`config.mk`:
```
export PLATFORM = sky130hd
export DESIGN_NAME = hid_keystroke_queue_flat
export DESIGN_NICKNAME = d
export VERILOG_FILES = /design/src/rtl/hid_keystroke_queue_if.sv /design/src/rtl/hid_keystroke_queue.sv /design/src/flat_wrapper.sv
export SDC_FILE = /design/constraint.sdc
export NUM_CORES = 1
export LEC_CHECK = 0
export CAP_MARGIN = 10
export CORE_MARGIN = 2
export CORE_UTILIZATION = 50
export CTS_CLUSTER_SIZE = 25
export DETAILED_ROUTE_END_ITERATION = 10
export PLACE_DENSITY = 0.77
export SKIP_CTS_REPAIR_TIMING = 1
export SLEW_MARGIN = 20
export SYNTH_ARGS = -nofsm -noshare
export SYNTH_HDL_FRONTEND = slang
export SYNTH_SLANG_ARGS = --single-unit
```
`constraint.sdc`:
```
create_clock -name clk -period 5.8 [get_ports clk]
set_input_delay 1.16 -clock clk [delete_from_list [all_inputs] [get_ports clk]]
set_output_delay 1.16 -clock clk [all_outputs]
set_load 0.02 [all_outputs]
```
`src/rtl/hid_keystroke_queue_if.sv`:
```
// Report bus and character stream between the HID host side, the keystroke
// queue and the character consumer.
interface hid_keystroke_queue_if;
  logic       report;
  logic [1:0] typ;
  logic [7:0] key_modifiers;
  logic [7:0] key1;
  logic [7:0] key2;
  logic [7:0] key3;
  logic [7:0] key4;
  logic       out_valid;
  logic [7:0] out_data;
  logic       out_ready;

  // Queue side: takes reports in, sources the character stream.
  modport master (
    input  report, typ, key_modifiers, key1, key2, key3, key4, out_ready,
    output out_valid, out_data
  );

  // Environment side: drives reports, sinks the character stream.
  modport slave (
    output report, typ, key_modifiers, key1, key2, key3, key4, out_ready,
    input  out_valid, out_data
  );
endinterface

```
`src/rtl/hid_keystroke_queue.sv`:
```
// Keyboard report to ASCII character queue. Each keyboard report is
// snapshotted, its four slots are scanned one per cycle against the previous
// report, and newly pressed keys are translated and pushed into a
// first-word-fall-through FIFO drained over valid/ready.
module hid_keystroke_queue #(
  parameter int DEPTH = 16
) (
  input  logic                         clk,
  input  logic                         rst,
  hid_keystroke_queue_if.master        bus,
  output logic [$clog2(DEPTH+1)-1:0]   count,
  output logic                         overflow
);

  localparam int AW = $clog2(DEPTH);
  localparam int CW = $clog2(DEPTH + 1);

  typedef enum logic [2:0] {
    IDLE  = 3'd0,
    SCAN0 = 3'd1,
    SCAN1 = 3'd2,
    SCAN2 = 3'd3,
    SCAN3 = 3'd4
  } state_t;

  state_t      state;
  logic [7:0]  snap [4];
  logic [7:0]  prev [4];
  logic        snap_ctrl;
  logic        snap_shift;

  logic [7:0]  mem [DEPTH];
  logic [AW-1:0] wr_ptr;
  logic [AW-1:0] rd_ptr;

  logic        rollover;
  logic [1:0]  slot_idx;
  logic [7:0]  cur_key;
  logic        is_new;
  logic [8:0]  xlat;
  logic        push_req;
  logic        push_ok;
  logic        pop;
  logic        full;
  logic        report_kbd;

  // Returns {valid, ascii}; valid=0 means the code produces no character.
  function automatic logic [8:0] translate(input logic [7:0] code,
                                           input logic shift,
                                           input logic ctrl);
    logic [8:0] r;
    r = 9'd0;
    if (code >= 8'h04 && code <= 8'h1D) begin
      if (ctrl)       r = {1'b1, code - 8'h03};
      else if (shift) r = {1'b1, code + 8'h3D};
      else            r = {1'b1, code + 8'h5D};
    end else if (code >= 8'h1E && code <= 8'h27) begin
      if (!shift) begin
        if (code == 8'h27) r = {1'b1, 8'h30};
        else               r = {1'b1, code + 8'h13};
      end else begin
        case (code)
          8'h1E:   r = {1'b1, 8'h21};
          8'h1F:   r = {1'b1, 8'h40};
          8'h20:   r = {1'b1, 8'h23};
          8'h21:   r = {1'b1, 8'h24};
          8'h22:   r = {1'b1, 8'h25};
          8'h23:   r = {1'b1, 8'h5E};
          8'h24:   r = {1'b1, 8'h26};
          8'h25:   r = {1'b1, 8'h2A};
          8'h26:   r = {1'b1, 8'h28};
          default: r = {1'b1, 8'h29};
        endcase
      end
    end else begin
      case (code)
        8'h28:   r = {1'b1, 8'h0D};
        8'h29:   r = {1'b1, 8'h1B};
        8'h2A:   r = {1'b1, 8'h08};
        8'h2B:   r = {1'b1, 8'h09};
        8'h2C:   r = {1'b1, 8'h20};
        default: r = 9'd0;
      endcase
    end
    return r;
  endfunction

  assign report_kbd = bus.report && (bus.typ == 2'd1);
  assign pop        = bus.out_valid && bus.out_ready;
  assign full       = (count == CW'(DEPTH));

  // Slot selection, new-key detection and translation for the current scan step.
  always_comb begin
    rollover = 1'b0;
    for (int i = 0; i < 4; i++) begin
      if (snap[i] == 8'h01) rollover = 1'b1;
    end

    case (state)
      SCAN1:   slot_idx = 2'd1;
      SCAN2:   slot_idx = 2'd2;
      SCAN3:   slot_idx = 2'd3;
      default: slot_idx = 2'd0;
    endcase
    cur_key = snap[slot_idx];

    is_new = (cur_key >= 8'h04);
    for (int i = 0; i < 4; i++) begin
      if (cur_key == prev[i]) is_new = 1'b0;
    end

    xlat = translate(cur_key, snap_shift, snap_ctrl);

    // A rollover report is abandoned in SCAN0 before anything is pushed.
    push_req = (state != IDLE) && !((state == SCAN0) && rollover) && is_new && xlat[8];
    // When full, the write slot is only freed by a same-cycle pop.
    push_ok  = push_req && (!full || pop);
  end

  // Report capture, scan sequencing, previous-report tracking and the sticky error flag.
  always_ff @(posedge clk) begin
    if (rst) begin
      state      <= IDLE;
      snap_ctrl  <= 1'b0;
      snap_shift <= 1'b0;
      overflow   <= 1'b0;
      for (int i = 0; i < 4; i++) begin
        snap[i] <= 8'h00;
        prev[i] <= 8'h00;
      end
    end else begin
      if (report_kbd && (state != IDLE)) overflow <= 1'b1;
      if (push_req && full && !pop)      overflow <= 1'b1;

      case (state)
        IDLE: begin
          if (report_kbd) begin
            snap[0]    <= bus.key1;
            snap[1]    <= bus.key2;
            snap[2]    <= bus.key3;
            snap[3]    <= bus.key4;
            snap_ctrl  <= bus.key_modifiers[0] | bus.key_modifiers[4];
            snap_shift <= bus.key_modifiers[1] | bus.key_modifiers[5];
            state      <= SCAN0;
          end
        end
        SCAN0:   state <= rollover ? IDLE : SCAN1;
        SCAN1:   state <= SCAN2;
        SCAN2:   state <= SCAN3;
        SCAN3: begin
          for (int i = 0; i < 4; i++) prev[i] <= snap[i];
          state <= IDLE;
        end
        default: state <= IDLE;
      endcase
    end
  end

  // FIFO pointers and occupancy; pointers wrap naturally since DEPTH is a power of two.
  always_ff @(posedge clk) begin
    if (rst) begin
      wr_ptr <= '0;
      rd_ptr <= '0;
      count  <= '0;
    end else begin
      if (push_ok) wr_ptr <= wr_ptr + AW'(1);
      if (pop)     rd_ptr <= rd_ptr + AW'(1);
      case ({push_ok, pop})
        2'b10:   count <= count + CW'(1);
        2'b01:   count <= count - CW'(1);
        default: count <= count;
      endcase
    end
  end

  // Character storage; contents are don't-care until written, so no reset.
  always_ff @(posedge clk) begin
    if (push_ok) mem[wr_ptr] <= xlat[7:0];
  end

  assign bus.out_valid = (count != '0);
  assign bus.out_data  = mem[rd_ptr];

endmodule

```
`src/flat_wrapper.sv`:
```
// flat-port wrapper written by rule: the top's interface ports become plain ports
module hid_keystroke_queue_flat 
#(
  parameter int DEPTH = 16
)
  (clk, rst, count, overflow, bus_report, bus_typ, bus_key_modifiers, bus_key1, bus_key2, bus_key3, bus_key4, bus_out_ready, bus_out_valid, bus_out_data);
  hid_keystroke_queue_if bus_i ();
  input  logic clk;
  input  logic rst;
  output logic [$clog2(DEPTH+1)-1:0] count;
  output logic overflow;
  input wire logic [$bits(bus_i.report)-1:0] bus_report;
  input wire logic [$bits(bus_i.typ)-1:0] bus_typ;
  input wire logic [$bits(bus_i.key_modifiers)-1:0] bus_key_modifiers;
  input wire logic [$bits(bus_i.key1)-1:0] bus_key1;
  input wire logic [$bits(bus_i.key2)-1:0] bus_key2;
  input wire logic [$bits(bus_i.key3)-1:0] bus_key3;
  input wire logic [$bits(bus_i.key4)-1:0] bus_key4;
  input wire logic [$bits(bus_i.out_ready)-1:0] bus_out_ready;
  output wire logic [$bits(bus_i.out_valid)-1:0] bus_out_valid;
  output wire logic [$bits(bus_i.out_data)-1:0] bus_out_data;
  assign bus_i.report = bus_report;
  assign bus_i.typ = bus_typ;
  assign bus_i.key_modifiers = bus_key_modifiers;
  assign bus_i.key1 = bus_key1;
  assign bus_i.key2 = bus_key2;
  assign bus_i.key3 = bus_key3;
  assign bus_i.key4 = bus_key4;
  assign bus_i.out_ready = bus_out_ready;
  assign bus_out_valid = bus_i.out_valid;
  assign bus_out_data = bus_i.out_data;
  hid_keystroke_queue #(.DEPTH(DEPTH)) u_core (.clk(clk), .rst(rst), .bus(bus_i), .count(count), .overflow(overflow));
endmodule
```
; Word level (Yosys, flattened, before mapping)
; Memories as Yosys holds them, arrays and structs flattened. A register that Yosys moved wholly into a read port is not among the register bits.
; Cells that the tools add are included.
[totals]
register_bits = 19
ramBits = 192
output_inout_bits = 15
elab_cells = 130
mem_count = 3
[memory_table]
columns = name, depth, width, read_ports, rd_clocked_by_memory_dff, wr, line
row1 = u_core.mem, 16, 8, 1, 1, 1, hid_keystroke_queue.sv:32  ; logic [7:0] mem [DEPTH];
row2 = u_core.prev, 4, 8, 4, 0, 4, hid_keystroke_queue.sv:28  ; logic [7:0] prev [4];
row3 = u_core.snap, 4, 8, 5, 0, 4, hid_keystroke_queue.sv:27  ; logic [7:0] snap [4];
[op_classes]
add_sub_neg = 8
magnitude_cmp = 4
eq_ne = 32
muxes = 44
bitwise = 10
n_reduce_logical = 22
[ops]
columns = operator, count
row1 = "== test 8 x 6 -> 1 bit, second input constant", 13
row2 = two-way mux 8 bit, 10
row3 = case mux 7 bit (9 select lines), 1
row4 = case mux 9 bit (5 select lines), 1
row5 = two-way mux 9 bit, 4
row6 = "== test 8 x 1 -> 1 bit, second input constant", 4
row7 = == test 8 bit, 4
row8 = two-way mux 1 bit, 21
row9 = "== test 8 x 5 -> 1 bit, second input constant", 2
row10 = logical AND 1 bit, 12
row11 = case mux 3 bit (4 select lines), 1
row12 = bitwise OR 1 bit, 10
row13 = case mux 5 bit (2 select lines), 1
row14 = "adder 4 x 1 -> 4 bit, second input constant", 2
row15 = "adder 8 x 5 -> 8 bit, second input constant", 1
row16 = "adder 8 x 6 -> 8 bit, second input constant", 1
row17 = "adder 8 x 7 -> 8 bit, second input constant", 1
row18 = "greater-or-equal comparator 8 x 3 -> 1 bit, second input constant", 1
row19 = "greater-or-equal comparator 8 x 5 -> 1 bit, second input constant", 1
row20 = "<= comparator 8 x 5 -> 1 bit, second input constant", 1
row21 = "<= comparator 8 x 6 -> 1 bit, second input constant", 1
row22 = two-way mux 4 bit, 2
row23 = "subtractor 8 x 2 -> 8 bit, second input constant", 1
row24 = "== test 3 x 2 -> 1 bit, second input constant", 2
row25 = other kinds (18), 22

; Longest topological paths before layout
; An unclocked memory read counts as a cell.
[depth]
word_depth = 14
mapped_depth = 26

; Worst setup path after synthesis
; Ideal clock, no wire load.
[synth_timing]
path_type = register to register
start = register u_core.state[0]
end = register u_core.count[4]
setup_ns = 0.070
t_arrival_ns = 4.281
slack_ns = 1.449
path_stages_with_launch = 24
path_buffers = 5
period_less_slack_ns = 4.351
cell_sequence = dfxtp_1 > buf_6 > buf_6 > nor2_2 > nand2_1 > o21ai_2 > inv_1 > ha_1 > clkbuf_1 > o311ai_4 > nand3_2 > and4_4 > buf_8 > inv_1 > ha_1 > clkbuf_1 > xor2_1 > ha_1 > o21ai_0 > a21oi_1 > a21oi_1 > xor2_1 > or3_1 > a21oi_1
[synth_between]
elab_chain_cells = 13
[synth_rtl]
columns = item, line
row1 = start: declaration, hid_keystroke_queue.sv:26  ; state_t state;
row2 = start signal: assignment, hid_keystroke_queue.sv:147  ; SCAN0: state <= rollover ? IDLE : SCAN1;
row3 = == test 3 bit or == test 3 x 2 -> 1 bit (tied branches), hid_keystroke_queue.sv:99  ; case (state)
row4 = case mux 2 bit (3 select lines), hid_keystroke_queue.sv:99
row5 = memory read (4 x 8 bit), --
row6 = greater-or-equal comparator 8 x 3 -> 1 bit or == test 8 bit (tied branches), "hid_keystroke_queue.sv:53, hid_keystroke_queue.sv:107, hid_keystroke_queue.sv:109"
row7 = two-way mux 1 bit (4 in a row), hid_keystroke_queue.sv:109  ; if (cur_key == prev[i]) is_new = 1'b0;
row8 = logical AND 1 bit, hid_keystroke_queue.sv:115  ; push_req = (state != IDLE) && !((state == SCAN0) && rollover) && is_new && xlat[8];
row9 = logical AND 1 bit *, hid_keystroke_queue.sv:115
row10 = logical AND 1 bit *, hid_keystroke_queue.sv:117  ; push_ok = push_req && (!full || pop);
row11 = == test 2 x 1 -> 1 bit or == test 2 bit (tied branches), hid_keystroke_queue.sv:168  ; case ({push_ok, pop})
row12 = case mux 5 bit (2 select lines) or nonzero test 2 bit (tied branches), --
row13 = end signal: assignment, hid_keystroke_queue.sv:169  ; 2'b10: count <= count + CW'(1);
row14 = end signal: assignment, hid_keystroke_queue.sv:170  ; 2'b01: count <= count - CW'(1);
row15 = end signal: assignment, hid_keystroke_queue.sv:171  ; default: count <= count;
row16 = end: declaration, hid_keystroke_queue.sv:11  ; output logic [$clog2(DEPTH+1)-1:0] count,
; Every way passes the cells marked *; elsewhere a longest branch is shown, timed or not.
; A chain may end at the register's enable or synchronous reset.

; Worst setup path after layout
; Ends and elaborated chain as after synthesis.

==> metrics.yaml <==
grt:
  grt.total_usage_pct: 20.3
  grt_pass1_vias: 6308
  antenna_found_initial: 0
  grt_max_degree: 33
  grt_pass1_wl_mm: 34.9
  grt-ovfl-total: 0
power:
  ir_drop_v: 0.000219
  power.density_nw_per_um2: 313
  power_leakage_nw: 4.09
yosys:
  yosysWarnings: 0
  synth_edf_count: 192
  synth.distinct_cells: 92
  synth_area_sq_um: 10400
  syn-num-nets: 795
  synthCells: 734
  synthArstFlopShare_pct: 0
  yosysSeqAreaShare_pct: 59.9
  syn_area_per_cell_sq_um: 14.2
  synth-seq-cells: 215
  ys.flop_type: "edfxtp_1"
drt:
  vias_per_cell: 5.95
  routed_wl_mm: 21.6
  wl_per_cell_um: 20.1
  ant_nets: 0
  remaining_drc_errors: 0
  drtPass1Iterations: 7
  vias: 6405
  drtIter0Drc: 689
cells_and_area:
  area.growth.synth_to_final_pct: 14.8
  final_cell_mix: "edfxtp_1, and2_1, clkdlybuf4s50_1"
  final_common_cell: "edfxtp_1"
  final_layout_size_suffix_gt1_share_pct: 17.2
  fin_area_sq_um: 11900
  num-fill-cells: 1567
  nNetsFinal: 851
  antenna_cells: 0
  fin_cells: 1077
timing:
  drv_slew: 0
  tightestPinTransition_ps: 1070
  grt_setup_unrepaired: "no"
  hold-worst-slack_ps: 516
  setup_viol: 0
  hold_violations: 0
  fin_tns_setup_ps: 0
  slew_headroom_pct: 28.5
  skew_ps: 19.9
  fin_ws_ps: 675
  fin_crit_ps: 5120
  fmax_mhz: 195
  period_share_pct: 88.4
die:
  die_h_um: 148
  start_util_pct: 51.2
  die_x_um: 148
  ios: 61
  coreArea_sq_um: 20300
  die-area_sq_um: 21900
  rows: 52
place:
  placedCellCount: 1035
  gp_congestion: 0.929
  hpwlAfterDp_mm: 14.9
  io_buffers: 56
  dpl_worst_slack_ps: 761
  placed_cell_area_sq_um: 11200
status:
  status: "completed"
min_path:
  hp-class: "flip-flop to flip-flop"
clocking:
  numCtsBuffers: 23
  clock-sinks: 215
  clk_pin_slew_ps: 60
  cts-root-buf: "clkbuf_16"
  clk_path_buf_depth: 3
  cts_tree: "done"
  h-tree-depth: 1
  clock_latency_ps: 520
setup_path:
  worst_setup_path_end_kind: "flip-flop"
  cp_data_arrival_time_ps: 5570
  cp_max_fo: 19
  required_ps: 6240
  crit_type: "flip-flop to flip-flop"
  critPathLaunchType: "flip-flop"
run:
  cap_viol_max_count: 0
[cell families (layout without fill, tap and decap cells)]
group           after synthesis  in the layout  synth area share, %
simple gates                252            252                 14.1
buf+inv                      56            129                 2.60
fa+ha+maj                    17             17                 2.00
flops                       215            215                 59.9
compound gates              107            107                 8.37
mux                          53             53                 10.1
xor+xnor                     34             34                 2.87
[layout make-up]
cell class / count / area, sq um / area share (%)
tap: 270 / 338 / 2.83
clock inverter: 6 / 72.6 / 0.608
sequential: 215 / 6230 / 52.2
inverter: 18 / 67.6 / 0.566
timing repair buffer: 69 / 658 / 5.52
multi-input combinational: 463 / 3890 / 32.6
clock buffer: 36 / 674 / 5.65
[power by group]
group / internal (mW) / total [mW] / switching, mW / leakage (nW)
sequential: 1.76 / 1.82 / 0.0620 / 2.02
clock: 0.849 / 1.42 / 0.572 / 0.367
combinational: 0.235 / 0.496 / 0.260 / 1.70
total: 2.84 / 3.73 / 0.895 / 4.09
[sequential cells by signal (all words and copies together) (netlist names), named ones only]
register and cells:
u_core.snap_ctrl 1, u_core.rd_ptr 4, u_core.snap_shift 1, u_core.snap 32, u_core.state 3, u_core.count 5, u_core.wr_ptr 4, u_core.overflow 1
u_core.prev 32, u_core.mem 128
[critical path: stages (launching register included)]
cell and delay [ps]:
dfxtp_1 840, buf_4 300, and3b_1 160, o211ai_1 160
o21ai_2 310, inv_1 180, ha_1 360, o311ai_4 480
nand3_2 190, and4_4 270, inv_1 90, ha_1 360
xor2_1 200, ha_1 200, o21ai_0 80, a21oi_1 170
a21oi_1 100, xor2_1 150, or3_1 320, a21oi_1 140
[per-layer routing]
layer | up-vias | share of wire (%) | global-route usage, %
li1 | 2940 | - | -
met1 | 3150 | 43 | 29.5
met2 | 281 | 47 | 32.5
met3 | 34 | 7.2 | 2.91
met4 | 0 | 2.0 | 5.00
met5 | - | 0 | 0
[stage by stage]
step	total power [mW]	utilization, %
4_1_cts	3.75	58.8
5_1_grt	3.86	58.8
3_3_place_gp	2.34	55.1
6_report	3.73	58.8
2_1_floorplan	2.18	-
3_5_place_dp	2.35	55.1
[cells in the mapped netlist, types with 4 or more instances]
cell | n | area share, %
edfxtp_1 | 192 | 55
a22oi_1 | 5 | 0.36
nand3b_1 | 4 | 0.29
buf_4 | 4 | 0.29
o221ai_1 | 5 | 0.42
a221o_1 | 5 | 0.48
and2_1 | 68 | 4.1
and3_1 | 10 | 0.60
inv_1 | 17 | 0.61
o21ai_0 | 17 | 0.82
mux4_2 | 40 | 8.7
nand2b_1 | 8 | 0.48
nand2_1 | 28 | 1.0
a21oi_1 | 24 | 1.2
xnor2_1 | 18 | 1.5
o22ai_1 | 11 | 0.66
nand4_1 | 6 | 0.36
o211ai_1 | 4 | 0.29
ha_1 | 15 | 1.8
mux2_2 | 4 | 0.43
and3_2 | 5 | 0.36
or3_1 | 4 | 0.24
xor2_1 | 16 | 1.3
nor2b_1 | 5 | 0.30
nor3_1 | 15 | 0.72
nor4_1 | 7 | 0.42
buf_1 | 5 | 0.18
buf_6 | 4 | 0.43
nor2_1 | 50 | 1.8
nand3_1 | 9 | 0.43
dfxtp_1 | 23 | 4.4
clkbuf_1 | 21 | 0.76
mux2i_1 | 6 | 0.58
[final timing paths]
path	startpoint	to	slack, ps	cells past startpoint
worst max-delay path	u_core.state[0]$_SDFFE_PP0P_	u_core.count[4]$_SDFFE_PP0P_	680	19
worst min-delay path	u_core.count[4]$_SDFFE_PP0P_	u_core.count[4]$_SDFFE_PP0P_	520	2
worst max register to register	u_core.state[0]$_SDFFE_PP0P_	u_core.count[4]$_SDFFE_PP0P_	680	19
worst min register to register	u_core.count[4]$_SDFFE_PP0P_	u_core.count[4]$_SDFFE_PP0P_	520	2
No activity file was read; power rests on OpenSTA's default activity.
